[config.mk]
export PLATFORM = sky130hd
export DESIGN_NAME = multicycle_control_v2
export DESIGN_NICKNAME = d
export VERILOG_FILES = /design/src/rtl/multicycle_control_v2.sv
export SDC_FILE = /design/constraint.sdc
export NUM_CORES = 1
export LEC_CHECK = 0
export ABC_CLOCK_PERIOD_IN_PS = 4100
export CORE_ASPECT_RATIO = 0.75
export CORE_MARGIN = 3
export CORE_UTILIZATION = 34
export DETAILED_ROUTE_END_ITERATION = 10
export HOLD_SLACK_MARGIN = 0.15
export MAX_ROUTING_LAYER = met4
export PLACE_DENSITY_LB_ADDON = 0.2
export SETUP_SLACK_MARGIN = 0.02
export SLEW_MARGIN = 20
export SYNTH_ARGS = -nofsm -noshare
export SYNTH_HDL_FRONTEND = slang
export SYNTH_SLANG_ARGS = --single-unit
[constraint.sdc]
create_clock -name i_clk -period 4.1 [get_ports i_clk]
set_clock_uncertainty 0.1 [all_clocks]
set_input_delay 0.41 -clock i_clk [delete_from_list [all_inputs] [get_ports i_clk]]
set_output_delay 0.41 -clock i_clk [all_outputs]
set_load 0.05 [all_outputs]
[src/rtl/multicycle_control_v2.sv]
// multicycle_control_v2: RV32I multicycle control FSM with memory handshake and illegal-instruction trap.
// Define CTRL_INSTRET_EN to add the o_instret retired-instruction counter.
module multicycle_control_v2 #(
    parameter int ALUCTRL_W = 4
`ifdef CTRL_INSTRET_EN
    , parameter int CNT_W = 32
`endif
) (
    input  logic                 i_clk,
    input  logic                 i_rst,
    input  logic [31:0]          i_instr,
    input  logic                 i_zero,
    input  logic                 i_lt,
    input  logic                 i_ltu,
    input  logic                 i_mem_ready,
    output logic                 o_PCWrite,
    output logic                 o_AdrSrc,
    output logic                 o_MemRead,
    output logic                 o_MemWrite,
    output logic                 o_IRWrite,
    output logic                 o_RegWrite,
    output logic [1:0]           o_ResultSrc,
    output logic [1:0]           o_ALUSrcA,
    output logic [1:0]           o_ALUSrcB,
    output logic [ALUCTRL_W-1:0] o_ALUControl,
    output logic [2:0]           o_ImmSrc,
    output logic                 o_illegal,
    output logic [3:0]           o_state
`ifdef CTRL_INSTRET_EN
    , output logic [CNT_W-1:0]   o_instret
`endif
);
    typedef enum logic [3:0] {
        FETCH, DECODE, MEMADR, MEMREAD, MEMWB, MEMWRITE, EXECR, EXECI,
        ALUWB, BRANCH, JAL, JALR, JALRPC, UPPER, TRAP
    } state_t;
    state_t state, nxt, dec;
    logic [6:0] op, f7;
    logic [2:0] f3, imm;
    logic [3:0] alu;
    logic legal, taken, unused_bits;
    assign op = i_instr[6:0];
    assign f3 = i_instr[14:12];
    assign f7 = i_instr[31:25];
    assign unused_bits = ^{i_instr[24:15], i_instr[11:7]};
    assign o_state = state;
    assign o_ImmSrc = i_rst ? 3'd0 : imm;
    always_comb begin
        legal = 1'b1;
        dec = TRAP;
        imm = 3'd0;
        case (op)
            7'h03: begin legal = f3 != 3'd3 && f3 < 3'd6; dec = MEMADR; end
            7'h23: begin legal = f3 < 3'd3; dec = MEMADR; imm = 3'd1; end
            7'h33: begin legal = f7 == 7'h00 || (f7 == 7'h20 && (f3 == 3'd0 || f3 == 3'd5)); dec = EXECR; end
            7'h13: dec = EXECI;
            7'h63: begin legal = f3 != 3'd2 && f3 != 3'd3; dec = BRANCH; imm = 3'd2; end
            7'h6F: begin dec = JAL; imm = 3'd3; end
            7'h67: dec = JALR;
            7'h37, 7'h17: begin dec = UPPER; imm = 3'd4; end
            default: legal = 1'b0;
        endcase
    end
    // funct7[5] selects SUB only for R-type; SRA/SRAI use it in both formats
    always_comb begin
        case (f3)
            3'b000:  alu = (state == EXECR && f7[5]) ? 4'd1 : 4'd0;
            3'b001:  alu = 4'd7;
            3'b010:  alu = 4'd5;
            3'b011:  alu = 4'd6;
            3'b100:  alu = 4'd4;
            3'b101:  alu = f7[5] ? 4'd9 : 4'd8;
            3'b110:  alu = 4'd3;
            default: alu = 4'd2;
        endcase
    end
    always_comb begin
        case (f3)
            3'b000:  taken = i_zero;
            3'b001:  taken = !i_zero;
            3'b100:  taken = i_lt;
            3'b101:  taken = !i_lt;
            3'b110:  taken = i_ltu;
            default: taken = !i_ltu;
        endcase
    end
    always_comb begin
        nxt = state;
        case (state)
            FETCH:                    nxt = i_mem_ready ? DECODE : FETCH;
            DECODE:                   nxt = legal ? dec : TRAP;
            MEMADR:                   nxt = op[5] ? MEMWRITE : MEMREAD;
            MEMREAD:                  nxt = i_mem_ready ? MEMWB : MEMREAD;
            MEMWRITE:                 nxt = i_mem_ready ? FETCH : MEMWRITE;
            EXECR, EXECI, JAL, UPPER: nxt = ALUWB;
            JALR:                     nxt = JALRPC;
            TRAP:                     nxt = TRAP;
            default:                  nxt = FETCH;
        endcase
    end
    always_ff @(posedge i_clk or posedge i_rst)
        if (i_rst) state <= FETCH;
        else state <= nxt;
`ifdef CTRL_INSTRET_EN
    always_ff @(posedge i_clk or posedge i_rst)
        if (i_rst) o_instret <= '0;
        else if (nxt == FETCH && state != FETCH) o_instret <= o_instret + CNT_W'(1);
`endif
    // Gating with i_rst drops every enable the instant reset rises, even mid-handshake
    always_comb begin
        o_PCWrite = 1'b0;
        o_AdrSrc = 1'b0;
        o_MemRead = 1'b0;
        o_MemWrite = 1'b0;
        o_IRWrite = 1'b0;
        o_RegWrite = 1'b0;
        o_ResultSrc = 2'b00;
        o_ALUSrcA = 2'b00;
        o_ALUSrcB = 2'b00;
        o_ALUControl = '0;
        o_illegal = 1'b0;
        if (!i_rst)
            case (state)
                FETCH:    begin o_MemRead = 1'b1; o_IRWrite = i_mem_ready; o_PCWrite = i_mem_ready; o_ALUSrcB = 2'b10; o_ResultSrc = 2'b10; end
                DECODE:   begin o_ALUSrcA = 2'b01; o_ALUSrcB = 2'b01; end
                MEMADR:   begin o_ALUSrcA = 2'b10; o_ALUSrcB = 2'b01; end
                MEMREAD:  begin o_AdrSrc = 1'b1; o_MemRead = 1'b1; end
                MEMWB:    begin o_ResultSrc = 2'b01; o_RegWrite = 1'b1; end
                MEMWRITE: begin o_AdrSrc = 1'b1; o_MemWrite = 1'b1; end
                EXECR:    begin o_ALUSrcA = 2'b10; o_ALUControl = ALUCTRL_W'(alu); end
                EXECI:    begin o_ALUSrcA = 2'b10; o_ALUSrcB = 2'b01; o_ALUControl = ALUCTRL_W'(alu); end
                ALUWB:    o_RegWrite = 1'b1;
                BRANCH:   begin o_ALUSrcA = 2'b10; o_ALUControl = ALUCTRL_W'(1); o_PCWrite = taken; end
                JAL:      begin o_ALUSrcA = 2'b01; o_ALUSrcB = 2'b10; o_PCWrite = 1'b1; end
                JALR:     begin o_ALUSrcA = 2'b10; o_ALUSrcB = 2'b01; o_ResultSrc = 2'b11; o_RegWrite = 1'b1; end
                JALRPC:   o_PCWrite = 1'b1;
                UPPER:    begin o_ALUSrcA = op[5] ? 2'b11 : 2'b01; o_ALUSrcB = 2'b01; end
                TRAP:     o_illegal = 1'b1;
                default:  ;
            endcase
    end
endmodule

==> reports/summary.txt, run 1 <==
Period utilization -> 0.822
Sw frac -> 0.593
Count of cells resized by post-cts repair -> 0
Mean post-synth cell area -> 6.54 sq um
Min-delay worst type -> reg2reg
Ratio of routed vias to standard cells -> 5.52
Share of Yosys cell area claimed by the top area cell type -> 0.109
Starting Density -> 0.378
Post-route ant nets -> 0
Slew Viols, Final -> 0
Fraction of synthesized cell area in xor and xnor cells -> 0.0765
Final-layout worst hold slack -> 668 ps
Half-perimeter wire length of the detailed placement result -> 2310 microns
Core Area -> 0.00242 sq mm
Via total after detailed routing -> 1165
Clock tree from TritonCTS -> built
Height of the chip -> 51.0 microns
Total of max-cap violations -> 0
Clock Root Buffer -> sky130_fd_sc_hd__clkbuf_4
Yosys synthesis warning count -> 0
Post-synthesis cell count -> 140
Largest net degree at the start of global routing -> 22
Clock buffer depth -> 2
Clock slew at the register clock pins of the worst setup and hold paths -> 40 ps
CP peak stage delay -> 840 ps
Number of flip-flops under the largest register name -> 4
Final-stage net count -> 217
Run status -> finished clean
Final sum of negative setup slack -> 0 ps
DRT iter0 DRCs -> 31
Combinational cell fraction of total power -> 0.766
Endpoint kind of the worst setup timing path -> output pin
Net switching power -> 0.424 mW
IO Pins -> 62
Area of all sequential standard cells -> 100 sq um
Dominant delay contributor by cell family on the critical path -> buffers and inverters
Fraction of power consumed by sequential logic -> 0.168
Final routed DRC violation total -> 0
Number of buffers inserted for hold repair after clock tree synthesis -> 0
Portion of netlist area occupied by mux cells -> 0.0546
Most repeated cell in the gate-level netlist after synthesis -> sky130_fd_sc_hd__nor2_1
Actual transition at the worst max-transition pin -> 597 ps
Reported leakage power -> 0.491 nW
Arrival time at the worst endpoint -> 2860 ps
Number of global-route vias before repair -> 1080
Synth Area in Adders -> 0
Top area cells in the synthesized netlist -> sky130_fd_sc_hd__dfrtp_1 (11%), sky130_fd_sc_hd__nor2_1 (7.0%), sky130_fd_sc_hd__a21oi_1 (6.0%)
Number of hold violations in the final report -> 0
Fill cell instance count of the final layout -> 227
IR Drop Worst-Case VDD -> 0.352 mV
Net count of the mapped netlist -> 178
Number of search-and-repair iterations in the first detailed-routing pass -> 4
Buffers added on ports -> 46
Placed cells -> 208
Required time reported for the critical path endpoint -> 3590 ps
Synthesized flop and latch total -> 4
Min Clock Period, post-route -> 3370 ps
Sequential-to-total area share from yosys stat -> 0.109
Post-Place Worst Slack -> 703 ps
Area added between synthesis and finish -> 51.9%
Wire length per cell -> 13.9 microns
Library cells used by synthesis -> 41
Worst max-slew margin expressed relative to the limit -> 0.600
Cell Pwr Density -> 515 mW/mm^2
Number of enable-type register cells in the synthesized netlist -> 0
Largest family of logic cells by synthesized area -> simple AND/OR/NAND/NOR gates
Dominant register cell in the synthesized netlist -> sky130_fd_sc_hd__dfrtp_1
Crit Path Max Fanout -> 11
CP max-delay cell -> sky130_fd_sc_hd__clkdlybuf4s50_1
Total overflow reported by the global router -> 0
Achievable Freq -> 0.297 GHz
Number of non-filler instances in the completed layout -> 211
Critical path class -> in2out
Critical path buffers and inverters -> 2
Syn Std Cell Area -> 916 sq um
Setup repair after global routing missed its margin -> no
Routability-driven placement congestion ratio -> 0.852
Async SR Flop Fraction -> 1.00
Synthesized-area fraction occupied by and/or/nand/nor cells -> 0.403
Die Wd -> 65.9 microns
Final setup margin -> 730 ps
Post-CTS Setup Repair Bufs -> 0
Number of antenna violations at the first check in global routing -> 0
Most repeated library cell on the critical path -> sky130_fd_sc_hd__clkdlybuf4s50_1
Utilization after layout -> 0.575
Count of H-tree levels built during CTS -> 1
Overall track demand over capacity in global routing -> 0.189
Relative contribution of the clock network to total power -> 0.067
Commonest cells post-synth -> sky130_fd_sc_hd__nor2_1 (17), sky130_fd_sc_hd__a21oi_1 (11), sky130_fd_sc_hd__nand2_1 (8), sky130_fd_sc_hd__o21ai_0 (8)
Share of the synthesized area in compound gates (AO/OA/AOI/OAI) -> 0.281
Int Pwr -> 0.292 mW
Clock latency at the later pin of the worst-skew pair -> 230 ps
Row Count -> 15
Area of the multi-input gates -> 747 sq um
Total Routed Length -> 2940 microns
Die area -> 0.00336 sq mm
Number of clock buffers inserted by TritonCTS -> 3
Wire length of the first global-routing pass -> 4970 microns
Cells traversed along the worst timing path -> clkdlybuf4s50_1, nor2b_1, o21ai_0, or4b_1, a21oi_1, clkdlybuf4s50_1
Number of setup violations in the final report -> 0
CTS sink cnt -> 4
Cell taking the most area after synthesis -> sky130_fd_sc_hd__dfrtp_1
Count of antenna diodes in the layout -> 0
Type of origin of the critical path -> input port
Layout cells sized above 1 -> 0.0226
## kinds of logic after synthesis
family                    Yosys count
DFF                                 4
xor gates and xnor gates            8
AOI/OAI and AO/OA                  39
muxes                               5
buffers and inverters              17
and+or+nand+nor                    67
## final timing paths
| path | start | to | slack (ps) | cells past startpoint |
|---|---|---|---|---|
| setup reg to reg | o_state[1]$_DFF_PP0_ | o_state[2]$_DFF_PP0_ | 2340 | 5 |
| hold / removal | o_state[3]$_DFF_PP0_ | o_state[0]$_DFF_PP0_ | 670 | 1 |
| max in group asynchronous | i_rst | o_state[0]$_DFF_PP0_ | 2960 | 2 |
| setup / recovery | i_instr[14] | o_ALUControl[0] | 730 | 6 |
| min in group asynchronous | i_rst | o_state[3]$_DFF_PP0_ | 740 | 2 |
| hold reg to reg | o_state[3]$_DFF_PP0_ | o_state[0]$_DFF_PP0_ | 670 | 1 |
## per-stage QoR
step | power [mW] | cell area, sq um
final | 0.716 | 1390
after global routing | 0.769 | 1390
after CTS | 0.720 | 1390
after detailed placement | 0.667 | 1370
after global placement | 0.663 | 1370
after floorplan | 0.501 | 916
## layout make-up
| type | instances | area share |
|---|---|---|
| Sequential cell | 4 | 0.0719 |
| Tap cell | 34 | 0.0306 |
| Inverter | 5 | 0.0135 |
| Timing Repair Buffer | 46 | 0.331 |
| Multi-Input combinational cell | 119 | 0.537 |
| Clock buffer | 3 | 0.0162 |
## metal layers
| layer | routed length (microns) | track usage | vias up |
|---|---|---|---|
| met5 | 0 | - | - |
| met4 | 0 | 0.0507 | 0 |
| met3 | 160 | 0.0198 | 0 |
| met2 | 1420 | 0.300 | 35 |
| met1 | 1370 | 0.256 | 539 |
| li1 | - | - | 591 |
## cell usage in the layout, fill, tap and decap left out, types with 6 or more instances in the layout
cell type	synthesis	routed
sky130_fd_sc_hd__nor3_1	6	6
sky130_fd_sc_hd__o21ai_0	8	8
sky130_fd_sc_hd__nor2b_1	7	7
sky130_fd_sc_hd__nand2_1	8	8
sky130_fd_sc_hd__clkdlybuf4s50_1	0	46
sky130_fd_sc_hd__a21oi_1	11	11
sky130_fd_sc_hd__nand2b_1	6	6
sky130_fd_sc_hd__nor2_1	17	17
## power by group through the flow
stage | Combinational (mW) | Clock (mW) | Sequential, mW
2_1_floorplan | 0.377 | 0 | 0.125
3_3_place_gp | 0.543 | 0 | 0.119
3_5_place_dp | 0.547 | 0 | 0.119
4_1_cts | 0.549 | 0.0514 | 0.119
5_1_grt | 0.586 | 0.0526 | 0.131
6_report | 0.548 | 0.0477 | 0.120
Note: power is estimated with default switching activity, not from simulation.
==> run 2, diff against run 1 <==
--- a/config.mk
+++ b/config.mk
@@ -5,7 +5,7 @@
 export SDC_FILE = /design/constraint.sdc
 export NUM_CORES = 1
 export LEC_CHECK = 0
-export ABC_CLOCK_PERIOD_IN_PS = 4100
+export ABC_CLOCK_PERIOD_IN_PS = 3500
 export CORE_ASPECT_RATIO = 0.75
 export CORE_MARGIN = 3
 export CORE_UTILIZATION = 34
==> constraint.sdc (replaced) <==
create_clock -name i_clk -period 3.5 [get_ports i_clk]
set_clock_uncertainty 0.1 [all_clocks]
set_input_delay 0.35 -clock i_clk [delete_from_list [all_inputs] [get_ports i_clk]]
set_output_delay 0.35 -clock i_clk [all_outputs]
set_load 0.05 [all_outputs]
==> reports/summary.txt, run 2 (same netlist as run 1, synthesis figures left out) <==
Period utilization -> 0.888
Buffers added on ports -> 46
Count of H-tree levels built during CTS -> 1
Min Clock Period, post-route -> 3110 ps
Most repeated library cell on the critical path -> sky130_fd_sc_hd__clkdlybuf4s50_1
Layout cells sized above 1 -> 0.0391
Number of hold violations in the final report -> 0
Worst flop-to-flop path startpoint -> o_state[1]$_DFF_PP0_
R2R cell count -> 5
Number of global-route vias before repair -> 1110
Post-CTS Setup Repair Bufs -> 0
Number of setup violations in the final report -> 0
Clock slew at the register clock pins of the worst setup and hold paths -> 40 ps
Endpoint kind of the worst setup timing path -> output pin
Starting Density -> 0.378
Overall track demand over capacity in global routing -> 0.197
Clock tree from TritonCTS -> built
Most frequent standard cell in the layout excluding fill and tap cells -> sky130_fd_sc_hd__clkdlybuf4s50_1
Height of the chip -> 51.0 microns
IR Drop Worst-Case VDD -> 0.417 mV
Count of cells resized by post-cts repair -> 0
Achievable Freq -> 0.322 GHz
Routability-driven placement congestion ratio -> 0.885
WP depth -> 4
CTS sink cnt -> 4
Wire length of the first global-routing pass -> 5130 microns
Die Wd -> 65.9 microns
Number of flip-flops under the largest register name -> 4
Reported leakage power -> 0.502 nW
Half-perimeter wire length of the detailed placement result -> 2420 microns
Total overflow reported by the global router -> 0
Clock Root Buffer -> sky130_fd_sc_hd__clkbuf_4
Worst max-slew margin expressed relative to the limit -> 0.606
Wire length per cell -> 14.3 microns
Cells traversed along the worst timing path -> clkdlybuf4s50_1, or3_1, a2111oi_1, clkdlybuf4s50_1
Area post-placement -> 0.00138 sq mm
Critical path class -> in2out
Largest net degree at the start of global routing -> 22
Type of origin of the critical path -> input port
Row Count -> 15
Crit path capture -> o_ImmSrc[0]
Total of max-cap violations -> 0
CP max-delay cell -> sky130_fd_sc_hd__clkdlybuf4s50_1
Cell Pwr Density -> 598 mW/mm^2
Count of antenna diodes in the layout -> 0
Crit path launch -> i_instr[2]
Required time reported for the critical path endpoint -> 3050 ps
Via total after detailed routing -> 1180
Slew Viols, Final -> 0
Actual transition at the worst max-transition pin -> 591 ps
Ratio of routed vias to standard cells -> 5.54
Number of buffers inserted for hold repair after clock tree synthesis -> 0
Clock buffer depth -> 2
CP peak stage delay -> 880 ps
Total non-filler cell area in the finished layout -> 0.00141 sq mm
Number of clock buffers inserted by TritonCTS -> 3
Final routed DRC violation total -> 0
Top library cells by usage in the layout, fill and taps aside -> sky130_fd_sc_hd__clkdlybuf4s50_1 (45), sky130_fd_sc_hd__nor2_1 (17), sky130_fd_sc_hd__a21oi_1 (11), sky130_fd_sc_hd__nand2_1 (8), sky130_fd_sc_hd__o21ai_0 (8)
Dominant delay contributor by cell family on the critical path -> buffers and inverters
Die area -> 0.00336 sq mm
Number of antenna violations at the first check in global routing -> 0
Setup repair after global routing missed its margin -> no
Min-delay worst type -> in2async
IO Pins -> 62
Crit Path Max Fanout -> 10
Worst r2r dst -> o_state[2]$_DFF_PP0_
DRT iter0 DRCs -> 83
Final sum of negative setup slack -> 0 ps
Run status -> finished clean
Critical path buffers and inverters -> 2
Area added between synthesis and finish -> 53.4%
Number of search-and-repair iterations in the first detailed-routing pass -> 4
Post-route ant nets -> 0
Final-stage net count -> 219
Arrival time at the worst endpoint -> 2660 ps
Total Routed Length -> 3050 microns
Setup slack, reg-to-reg -> 1700 ps
Clock latency at the later pin of the worst-skew pair -> 230 ps
Core Area -> 0.00242 sq mm
run 2: cell count changes in the layout (fill, tap and decap cells not counted), sizes merged:
cell / delta
buf: +3
clkdlybuf4s50: -1
run 2: per-stage QoR:
stage / utilization / std cells / hold WS [ps] / worst slack [ps] / power, mW
2_1_floorplan: - / 140 / 202 / 196 / 0.587
3_3_place_gp: 0.571 / 210 / 654 / 490 / 0.777
3_5_place_dp: 0.571 / 210 / 667 / 372 / 0.783
4_1_cts: 0.580 / 213 / 576 / 379 / 0.844
5_1_grt: 0.580 / 213 / 609 / 193 / 0.908
6_report: 0.580 / 213 / 577 / 393 / 0.841
run 2: worst min path at each step:
stage / cells after the start / startpoint / to
floorplan: 2 / i_rst / o_state[0]$_DFF_PP0_
finish: 3 / i_rst / o_state[1]$_DFF_PP0_
CTS: 3 / i_rst / o_state[3]$_DFF_PP0_
detailed placement: 1 / o_state[3]$_DFF_PP0_ / o_state[0]$_DFF_PP0_
global placement: 1 / o_state[3]$_DFF_PP0_ / o_state[0]$_DFF_PP0_
global route: 3 / i_rst / o_state[3]$_DFF_PP0_
run 2: per-layer routing:
| layer | global-route usage | share of wire | vias up |
|---|---|---|---|
| met2 | 0.311 | 0.48 | 26 |
| li1 | - | - | 598 |
| met3 | 0.0198 | 0.044 | 2 |
| met5 | - | 0 | - |
| met4 | 0.0507 | 0.0056 | 0 |
| met1 | 0.269 | 0.48 | 554 |
run 2: power by group:
group / total (mW) / internal, mW / leakage [nW] / switching (mW)
Clock: 0.0555 / 0.0382 / 0.0138 / 0.0173
Sequential: 0.141 / 0.0646 / 0.0514 / 0.0765
Combinational: 0.644 / 0.240 / 0.437 / 0.404
Total: 0.841 / 0.343 / 0.502 / 0.498
run 2: layout make-up:
cell class                 instances  area (sq um)
clock buffer                       3          22.5
fill                             239          1020
inverter                           5          18.8
multi-input combinational        119           748
sequential                         4           100
tap                               34          42.5
timing repair buffer              48           473
run 2: tightest hold or removal path, delay by kind of cell:
family	cells	cell delay, ps
buffers and inverters	3	920
